## config.mk

```make
export PLATFORM = sky130hd
export DESIGN_NAME = bp_cfg_buffered_arb
export DESIGN_NICKNAME = d
export VERILOG_FILES = /design/src/rtl/bp_cfg_buffered_arb.sv
export SDC_FILE = /design/constraint.sdc
export NUM_CORES = 1
export LEC_CHECK = 0
export BUFFER_PORTS_ARGS = -buffer_cell sky130_fd_sc_hd__buf_4
export CORE_AREA = 2 2 309 311
export DETAILED_ROUTE_END_ITERATION = 10
export DIE_AREA = 0 0 311 313
export GPL_ROUTABILITY_DRIVEN = 0
export GPL_TIMING_DRIVEN = 0
export SYNTH_ARGS = -nofsm -noshare
export SYNTH_HDL_FRONTEND = slang
export SYNTH_SLANG_ARGS = --single-unit
```

## constraint.sdc

```tcl
create_clock -name clk_i -period 49 [get_ports clk_i]
set_input_delay 9.8 -clock clk_i [delete_from_list [all_inputs] [get_ports clk_i]]
set_output_delay 9.8 -clock clk_i [all_outputs]
set_load 0.02 [all_outputs]
```

## src/rtl/bp_cfg_buffered_arb.sv

```systemverilog
// bp_cfg_buffered_arb: per-channel command FIFOs, round-robin arbitration onto a
// single valid/yumi config target, tag FIFO for in-order response routing back
// to per-channel response FIFOs.
// Optional feature: define BP_CFG_BUFFERED_TIMEOUT_EN to enable the watchdog.
module bp_cfg_buffered_arb #(
    parameter int unsigned num_ch_p          = 2,
    parameter int unsigned msg_width_p       = 128,
    parameter int unsigned cmd_els_p         = 2,
    parameter int unsigned resp_els_p        = 2,
    parameter int unsigned max_outstanding_p = 4,
    parameter int unsigned timeout_p         = 1024
) (
    input  logic                                   clk_i,
    input  logic                                   reset_n_i,
    input  logic [num_ch_p*msg_width_p-1:0]        mem_cmd_i,
    input  logic [num_ch_p-1:0]                    mem_cmd_v_i,
    output logic [num_ch_p-1:0]                    mem_cmd_ready_o,
    output logic [num_ch_p*msg_width_p-1:0]        mem_resp_o,
    output logic [num_ch_p-1:0]                    mem_resp_v_o,
    input  logic [num_ch_p-1:0]                    mem_resp_yumi_i,
    output logic [msg_width_p-1:0]                 tgt_cmd_o,
    output logic                                   tgt_cmd_v_o,
    input  logic                                   tgt_cmd_yumi_i,
    input  logic [msg_width_p-1:0]                 tgt_resp_i,
    input  logic                                   tgt_resp_v_i,
    output logic                                   tgt_resp_ready_o,
    output logic [$clog2(max_outstanding_p+1)-1:0] outstanding_o,
    output logic                                   err_o,
    output logic                                   timeout_o
);

    localparam int unsigned tag_w_lp       = (num_ch_p > 1) ? $clog2(num_ch_p) : 1;
    localparam int unsigned cnt_w_lp       = $clog2(max_outstanding_p + 1);
    localparam int unsigned tag_ptr_w_lp   = (max_outstanding_p > 1) ? $clog2(max_outstanding_p) : 1;
    localparam int unsigned cmd_ptr_w_lp   = $clog2(cmd_els_p);
    localparam int unsigned cmd_cnt_w_lp   = $clog2(cmd_els_p + 1);
    localparam int unsigned resp_ptr_w_lp  = $clog2(resp_els_p);
    localparam int unsigned resp_cnt_w_lp  = $clog2(resp_els_p + 1);

    typedef enum logic [0:0] {ST_IDLE, ST_LOCK} lock_state_e;

    lock_state_e               state_q, state_d;
    logic                      lock_held;
    logic [tag_w_lp-1:0]       lock_ch_q;
    logic [tag_w_lp-1:0]       rr_q;

    logic [msg_width_p-1:0]    cmd_data [num_ch_p];
    logic [num_ch_p-1:0]       cmd_full, cmd_empty;
    logic [num_ch_p-1:0]       resp_full, resp_empty;

    logic                      arb_found;
    logic [tag_w_lp-1:0]       arb_ch;
    logic                      gnt_v;
    logic [tag_w_lp-1:0]       gnt_ch;
    logic                      issue;

    logic [tag_w_lp-1:0]       tag_mem_q [max_outstanding_p];
    logic [tag_ptr_w_lp-1:0]   tag_wr_q, tag_rd_q;
    logic [cnt_w_lp-1:0]       tag_cnt_q;
    logic                      tag_empty;
    logic [tag_w_lp-1:0]       tag_head;
    logic                      resp_accept;
    logic                      err_q;

    // Round-robin search: first non-empty channel at or after the pointer
    always_comb begin
        int unsigned idx;
        idx       = 0;
        arb_found = 1'b0;
        arb_ch    = '0;
        for (int unsigned i = 0; i < num_ch_p; i++) begin
            idx = 32'(rr_q) + i;
            if (idx >= num_ch_p) idx = idx - num_ch_p;
            if (!arb_found && !cmd_empty[tag_w_lp'(idx)]) begin
                arb_found = 1'b1;
                arb_ch    = tag_w_lp'(idx);
            end
        end
    end

    // Grant: a held lock wins; otherwise a fresh grant needs tag space
    always_comb begin
        gnt_v  = arb_found && (tag_cnt_q < cnt_w_lp'(max_outstanding_p));
        gnt_ch = arb_ch;
        if (lock_held) begin
            gnt_v  = 1'b1;
            gnt_ch = lock_ch_q;
        end
    end

    assign issue       = gnt_v & tgt_cmd_yumi_i;
    assign tgt_cmd_v_o = gnt_v;
    assign tgt_cmd_o   = cmd_data[gnt_ch];

    // Lock FSM state register
    always_ff @(posedge clk_i) begin
        if (!reset_n_i) state_q <= ST_IDLE;
        else            state_q <= state_d;
    end

    // Lock FSM next state: lock while the target stalls, release on yumi
    always_comb begin
        state_d = state_q;
        case (state_q)
            ST_IDLE: if (gnt_v && !tgt_cmd_yumi_i) state_d = ST_LOCK;
            ST_LOCK: if (tgt_cmd_yumi_i)           state_d = ST_IDLE;
            default:                               state_d = ST_IDLE;
        endcase
    end

    // Lock FSM outputs
    always_comb begin
        lock_held = 1'b0;
        if (state_q == ST_LOCK) lock_held = 1'b1;
    end

    // Locked channel id and round-robin pointer
    always_ff @(posedge clk_i) begin
        if (!reset_n_i) begin
            lock_ch_q <= '0;
            rr_q      <= '0;
        end else begin
            if (!lock_held && gnt_v) lock_ch_q <= gnt_ch;
            if (issue) begin
                if (32'(gnt_ch) == num_ch_p - 1) rr_q <= '0;
                else                             rr_q <= gnt_ch + tag_w_lp'(1);
            end
        end
    end

    // Per-channel command FIFOs
    for (genvar c = 0; c < num_ch_p; c++) begin : g_cmd
        logic [msg_width_p-1:0]  mem_q [cmd_els_p];
        logic [cmd_ptr_w_lp-1:0] wr_q, rd_q;
        logic [cmd_cnt_w_lp-1:0] cnt_q;
        logic                    push, pop;

        assign push               = mem_cmd_v_i[c] & ~cmd_full[c];
        assign pop                = issue & (gnt_ch == tag_w_lp'(c));
        assign cmd_full[c]        = (cnt_q == cmd_cnt_w_lp'(cmd_els_p));
        assign cmd_empty[c]       = (cnt_q == '0);
        assign cmd_data[c]        = mem_q[rd_q];
        assign mem_cmd_ready_o[c] = ~cmd_full[c];

        // Command storage
        always_ff @(posedge clk_i) begin
            if (push) mem_q[wr_q] <= mem_cmd_i[c*msg_width_p +: msg_width_p];
        end

        // Command pointers and occupancy
        always_ff @(posedge clk_i) begin
            if (!reset_n_i) begin
                wr_q  <= '0;
                rd_q  <= '0;
                cnt_q <= '0;
            end else begin
                if (push) wr_q <= (wr_q == cmd_ptr_w_lp'(cmd_els_p - 1)) ? '0 : wr_q + cmd_ptr_w_lp'(1);
                if (pop)  rd_q <= (rd_q == cmd_ptr_w_lp'(cmd_els_p - 1)) ? '0 : rd_q + cmd_ptr_w_lp'(1);
                cnt_q <= cnt_q + cmd_cnt_w_lp'(push) - cmd_cnt_w_lp'(pop);
            end
        end
    end

    // Tag FIFO bookkeeping; its occupancy is the outstanding count
    assign tag_empty        = (tag_cnt_q == '0);
    assign tag_head         = tag_mem_q[tag_rd_q];
    assign outstanding_o    = tag_cnt_q;
    assign tgt_resp_ready_o = ~tag_empty & ~resp_full[tag_head];
    assign resp_accept      = tgt_resp_v_i & tgt_resp_ready_o;

    // Tag storage
    always_ff @(posedge clk_i) begin
        if (issue) tag_mem_q[tag_wr_q] <= gnt_ch;
    end

    // Tag pointers and outstanding count
    always_ff @(posedge clk_i) begin
        if (!reset_n_i) begin
            tag_wr_q  <= '0;
            tag_rd_q  <= '0;
            tag_cnt_q <= '0;
        end else begin
            if (issue)
                tag_wr_q <= (tag_wr_q == tag_ptr_w_lp'(max_outstanding_p - 1)) ? '0 : tag_wr_q + tag_ptr_w_lp'(1);
            if (resp_accept)
                tag_rd_q <= (tag_rd_q == tag_ptr_w_lp'(max_outstanding_p - 1)) ? '0 : tag_rd_q + tag_ptr_w_lp'(1);
            tag_cnt_q <= tag_cnt_q + cnt_w_lp'(issue) - cnt_w_lp'(resp_accept);
        end
    end

    // Per-channel response FIFOs
    for (genvar c = 0; c < num_ch_p; c++) begin : g_resp
        logic [msg_width_p-1:0]   mem_q [resp_els_p];
        logic [resp_ptr_w_lp-1:0] wr_q, rd_q;
        logic [resp_cnt_w_lp-1:0] cnt_q;
        logic                     push, pop;

        assign push          = resp_accept & (tag_head == tag_w_lp'(c));
        assign pop           = mem_resp_yumi_i[c] & ~resp_empty[c];
        assign resp_full[c]  = (cnt_q == resp_cnt_w_lp'(resp_els_p));
        assign resp_empty[c] = (cnt_q == '0);
        assign mem_resp_v_o[c] = ~resp_empty[c];
        assign mem_resp_o[c*msg_width_p +: msg_width_p] = mem_q[rd_q];

        // Response storage
        always_ff @(posedge clk_i) begin
            if (push) mem_q[wr_q] <= tgt_resp_i;
        end

        // Response pointers and occupancy
        always_ff @(posedge clk_i) begin
            if (!reset_n_i) begin
                wr_q  <= '0;
                rd_q  <= '0;
                cnt_q <= '0;
            end else begin
                if (push) wr_q <= (wr_q == resp_ptr_w_lp'(resp_els_p - 1)) ? '0 : wr_q + resp_ptr_w_lp'(1);
                if (pop)  rd_q <= (rd_q == resp_ptr_w_lp'(resp_els_p - 1)) ? '0 : rd_q + resp_ptr_w_lp'(1);
                cnt_q <= cnt_q + resp_cnt_w_lp'(push) - resp_cnt_w_lp'(pop);
            end
        end
    end

    // Consuming an empty response FIFO is a requester protocol violation
    always_ff @(posedge clk_i) begin
        if (reset_n_i) assert ((mem_resp_yumi_i & resp_empty) == '0);
    end

    // Sticky error: a response showed up with nothing outstanding
    always_ff @(posedge clk_i) begin
        if (!reset_n_i)                     err_q <= 1'b0;
        else if (tgt_resp_v_i && tag_empty) err_q <= 1'b1;
    end

    assign err_o = err_q;

`ifdef BP_CFG_BUFFERED_TIMEOUT_EN
    localparam int unsigned to_w_lp = $clog2(timeout_p + 1);

    logic [to_w_lp-1:0] wd_cnt_q;
    logic               timeout_q;

    // Watchdog: counts cycles since the last response while anything is outstanding
    always_ff @(posedge clk_i) begin
        if (!reset_n_i) begin
            wd_cnt_q  <= '0;
            timeout_q <= 1'b0;
        end else begin
            if (resp_accept || tag_empty)              wd_cnt_q <= '0;
            else if (wd_cnt_q != to_w_lp'(timeout_p))  wd_cnt_q <= wd_cnt_q + to_w_lp'(1);
            if (wd_cnt_q == to_w_lp'(timeout_p))       timeout_q <= 1'b1;
        end
    end

    assign timeout_o = timeout_q;
`else
    logic unused_timeout_p;
    assign unused_timeout_p = ^32'(timeout_p);
    assign timeout_o        = 1'b0;
`endif

endmodule

```

Word level (Yosys, flattened, before mapping)
Memory sizes are Yosys's and may differ from the RTL's. A register that Yosys moved wholly into a read port is not among the register bits.
Cells that the tools add are included.
{ "totals": {"regBits": 27, "mem_bits_rw": 1028, "input_bits": 392, "n_memories": 5} }
{ "op_classes": {"n_addsub": 24, "magnitude_cmp": 7, "n_eq_ne": 6, "mux": 52, "bitwise_logic": 21, "reduce_logical": 13} }
{ "mem_list": {"columns": ["memory", "depth", "word_bits", "rd", "rd_clocked_by_memory_dff", "wr", "line", "source"], "rows": [
  ["g_cmd[0].mem_q", 2, 128, 1, 1, 1, "133", "logic [msg_width_p-1:0] mem_q [cmd_els_p];"],
  ["g_cmd[1].mem_q", 2, 128, 1, 1, 1, "133", null],
  ["g_resp[0].mem_q", 2, 128, 1, 1, 1, "193", "logic [msg_width_p-1:0] mem_q [resp_els_p];"],
  ["g_resp[1].mem_q", 2, 128, 1, 1, 1, "193", null],
  ["tag_mem_q", 4, 1, 1, 1, 1, "57", "logic [tag_w_lp-1:0] tag_mem_q [max_outstanding_p];"]
]} }
{ "ops": {"columns": ["operator", "count"], "rows": [
  ["two-way mux 128 bit", 3],
  ["two-way mux 1 bit", 44],
  ["equality test 2 bit (second input constant)", 6],
  ["bitwise AND 1 bit", 11],
  ["adder 1 bit (second input constant)", 9],
  ["NOT 1 bit", 9],
  ["adder 2 x 1 -> 2 bit", 4],
  ["zero test 2 bit", 4],
  ["two-way mux 2 bit", 4],
  ["subtractor 2 x 1 -> 2 bit", 4],
  ["less-than comparator 1 x 2 -> 1 bit (second input constant)", 3],
  ["logical AND 1 bit", 5],
  ["adder 2 x 1 -> 2 bit (second input constant)", 2],
  ["greater-or-equal comparator 2 bit (second input constant)", 2],
  ["adder 3 x 1 -> 3 bit", 1],
  ["zero test 1 bit", 3],
  ["zero test 3 bit", 1],
  ["less-than comparator 3 bit (second input constant)", 1],
  ["subtractor 3 x 1 -> 3 bit", 1],
  ["adder 1 x 1 -> 2 bit (second input constant)", 1],
  ["greater-or-equal comparator 1 x 2 -> 1 bit (second input constant)", 1],
  ["NOT 1 -> 2 bit", 1],
  ["case mux 1 bit (2 select lines)", 1],
  ["subtractor 1 bit (second input constant)", 2]
]} }

Logic depth before layout (Yosys ltp)
{ "logic_depth": {"word_depth": 14, "mapped_depth": 13} }

Worst setup path after synthesis
No wires, ideal clock.
{ "synth_path": {"kind": "input to register", "from": "input tgt_resp_v_i", "to": "memory g_resp[0].mem_q[0][0] (enable)", "setup_time_ns": 0.929, "t_arrival_ns": 22.105, "required_ns": 48.071, "path_slack_ns": 25.966, "cell_stages": 2, "n_path_buf": 0, "path_cell_list": "o31ai_2 nor4_1"} }
{ "synth_between": {"elab_chain_len": 4} }
{ "synth_lines": {"columns": ["element", "line", "source"], "rows": [
  ["from (decl)", "25", "input logic tgt_resp_v_i,"],
  ["bitwise AND 1 bit", "169", "assign resp_accept = tgt_resp_v_i & tgt_resp_ready_o;"],
  ["bitwise AND 1 bit", "198", "assign push = resp_accept & (tag_head == tag_w_lp'(c));"],
  ["two-way mux 1 bit", "207", "if (push) mem_q[wr_q] <= tgt_resp_i;"],
  ["two-way mux 1 bit (implied by the code)", "207", null],
  ["to (decl)", "193", null]
]} }
No other way between the ends.

==> out/metrics.yaml <==
syn-cell-area_um2: 39500
cts_tree: "done"
fin_crit_ns: 13.13
htreeDepth: 3
cts_buffers: 109
tightest_slew_ns: 1.01
maxCapViolations: 0
cts.sinks: 1061
vias_per_cell: 5.04
critPathTopFamily: "buffers and inverters"
drt_iter0_markers: 1482
post_drt_wl_per_cell_um: 24.5
synth_seq_cells: 1061
syn_inst: 2074
final_cell_mix: "edfxtp_1, buf_4, mux2_2"
rrSetupSlack_ns: 45.61
crit_path_frequent_cell: "clkbuf_1"
status: "complete, no violations"
ctsResizeCount: 0
drv_slew: 0
synth_ff_type: "edfxtp_1"
grt_max_degree: 58
critical_path.startpoint_type: "flip-flop"
synth_edf_count: 1028
antenna_found_initial: 24
grt_pass1_wl_um: 153000
grt-ovfl-total: 0
postCtsSetupRepairBufs: 0
design.core.area_um2: 94200
setup_viol: 0
remaining_drc_errors: 0
arrival_ns: 3.33
critPathCaptureType: "output pin"
ir_drop_mv: 0.0443
setup_tns_ns: 0
hpwl_um: 77600
dr.pass1.iters: 6
cp.required_ns: 39.20
fin_total_pwr_uw: 3160
finClkSkew_ns: 0.0320
rows: 113
p_leak_uw: 0.0181
min_from: "err_o$_SDFFE_PN0P_"
detail-route-antenna-nets: 0
die_y_um: 313
regToRegEndpoint: "g_resp[0].mem_q[0][76]$_DFFE_PP_"
crit_type: "reg2out"
final_area_um2: 51100
crit_path_max_fanout: 10
cp-endpoint: "tgt_cmd_o[58]"
crit_chain: "buf_2 -> clkbuf_1 -> clkbuf_1 -> a211oi_1 -> a21oi_1 -> buf_4"
n_fill_cell: 7557
drive_above_1_share_pct: 41.4
wirelength_um: 107000
dieWidth_um: 311
dpl-instance-area_um2: 47700
rsz0062_at_grt: "no"
area_growth_pct: 29.4
grt_pass1_vias: 23200
clockRootBuffer: "clkbuf_16"
fmax_ghz: 0.0762
hold_buffers: 0
cts.clk_slew.worst_paths_ns: 0.06
ios: 787
cp_num_buf_inv: 4
ys_seq_area_share_pct: 79.8
hold_class: "reg2reg"
grt_usage_pct: 21.5
r2r_start: "tag_mem_q[3]$_DFFE_PP_"
clock_path_buffers: 3
clk_latency_ns: 0.70
fin_crit_sh_pct: 26.8
powerDensity_nw_per_um2: 61.9
crit_path_max_incr_delay_ns: 0.74
final_nets: 3422
yosysWarnings: 0
hold_viol: 0
avgSynthCellArea_um2: 19.0
numPortBuffers: 784
final_common_cell: "edfxtp_1"
path_depth: 6
vias: 22100
worstRegToRegCells: 10
slew_headroom_pct: 32.4
start_util_pct: 41.9
synthArstFlopShare_pct: 0
syn-num-nets: 2480
dieArea_um2: 97300
ys_types: 37
slowest_stage: "clkbuf_1"
-- stage by stage --
| stage | hold slack [ns] | std cells | setup WS [ns] | utilization, % |
|---|---|---|---|---|
| after global routing | 0.496 | 4374 | 35.61 | 54.3 |
| after CTS | 0.486 | 4369 | 35.66 | 54.3 |
| after global placement | 0.457 | 4123 | 14.84 | 49.9 |
| after detailed placement | 0.473 | 4170 | 36.34 | 50.7 |
| after floorplan | 0.448 | 2074 | 25.97 | - |
| final | 0.486 | 4378 | 35.87 | 54.3 |
-- registers in the layout, summed over array words and instances (netlist names), named ones only --
signal         cells
err_o              1
g_cmd.mem_q      512
g_resp.mem_q     512
rr_q               1
g_cmd.wr_q         2
tag_rd_q           2
g_resp.wr_q        2
lock_ch_q          1
tag_wr_q           2
outstanding_o      3
state_q            1
g_cmd.cnt_q        4
g_resp.rd_q        2
g_resp.cnt_q       4
tag_mem_q          4
g_cmd.rd_q         2
-- power breakdown --
group,total [uW],switching [uW],internal (uW)
logic,1200,749,450
registers,1180,31.3,1150
clock network,783,338,445
-- Yosys cell counts (4+ instances only) --
cell | instances | area [um^2]
nor2b_1 | 131 | 820
buf_2 | 31 | 155
edfxtp_1 | 1028 | 30900
mux2_2 | 256 | 2880
a21oi_1 | 138 | 691
nand2b_1 | 6 | 37.5
a211oi_1 | 128 | 961
inv_1 | 12 | 45.0
or4_1 | 5 | 37.5
nand2_1 | 10 | 37.5
xnor2_1 | 6 | 52.6
xor2_1 | 8 | 70.1
and2_1 | 6 | 37.5
and3_1 | 6 | 37.5
clkbuf_1 | 68 | 255
ha_1 | 13 | 163
o21ai_0 | 4 | 20.0
nor2_1 | 21 | 78.8
dfxtp_1 | 33 | 661
mux2i_1 | 134 | 1340
-- routing by layer --
metal / up-vias / track usage, % / wire, um
met5: - / 0 / 207
met4: 32 / 6.38 / 2460
met3: 165 / 8.48 / 10400
met2: 792 / 38.1 / 55100
met1: 11000 / 23.7 / 38900
li1: 10100 / - / -
-- final cells by class --
type / instances / area (um^2) / area share, %
clock buffer: 137 / 2860 / 5.60
multi-input combinational: 895 / 7510 / 14.7
clock inverter: 62 / 519 / 1.02
tap: 1265 / 1580 / 3.10
buffer: 105 / 444 / 0.869
timing repair buffer: 831 / 6590 / 12.9
antenna: 9 / 22.5 / 0.0441
sequential: 1061 / 31500 / 61.7
inverter: 13 / 48.8 / 0.0955
-- tightest hold or removal path: stages, from the launching register on --
cell	delay, ns
dfxtp_1	0.34
a21oi_1	0.05
nor2_1	0.07
-- worst min path at each step --
stage	end	slack (ns)	depth (start not counted)
floorplan	rr_q$_SDFFE_PN0P_	0.45	2
global placement	lock_ch_q$_SDFFE_PN0P_	0.46	2
detailed placement	err_o$_SDFFE_PN0P_	0.47	2
CTS	lock_ch_q$_SDFFE_PN0P_	0.49	2
global route	lock_ch_q$_SDFFE_PN0P_	0.50	2
finish	err_o$_SDFFE_PN0P_	0.49	2
-- logic make-up (layout without fill, tap and decap cells) --
| logic type | after synthesis | count (layout) | share of synthesized area, % |
|---|---|---|---|
| XOR/XNOR | 14 | 14 | 0.311 |
| multiplexers | 391 | 391 | 10.8 |
| adder cells (fa/ha/maj) | 14 | 14 | 0.463 |
| other | 1 | 10 | 0.00950 |
| AO/OA/AOI/OAI | 280 | 280 | 4.46 |
| flip-flops | 1061 | 1061 | 79.8 |
| AND/OR/NAND/NOR | 195 | 195 | 2.90 |
| buffers and inverters | 118 | 1148 | 1.25 |
(Power assumes the default switching activity.)
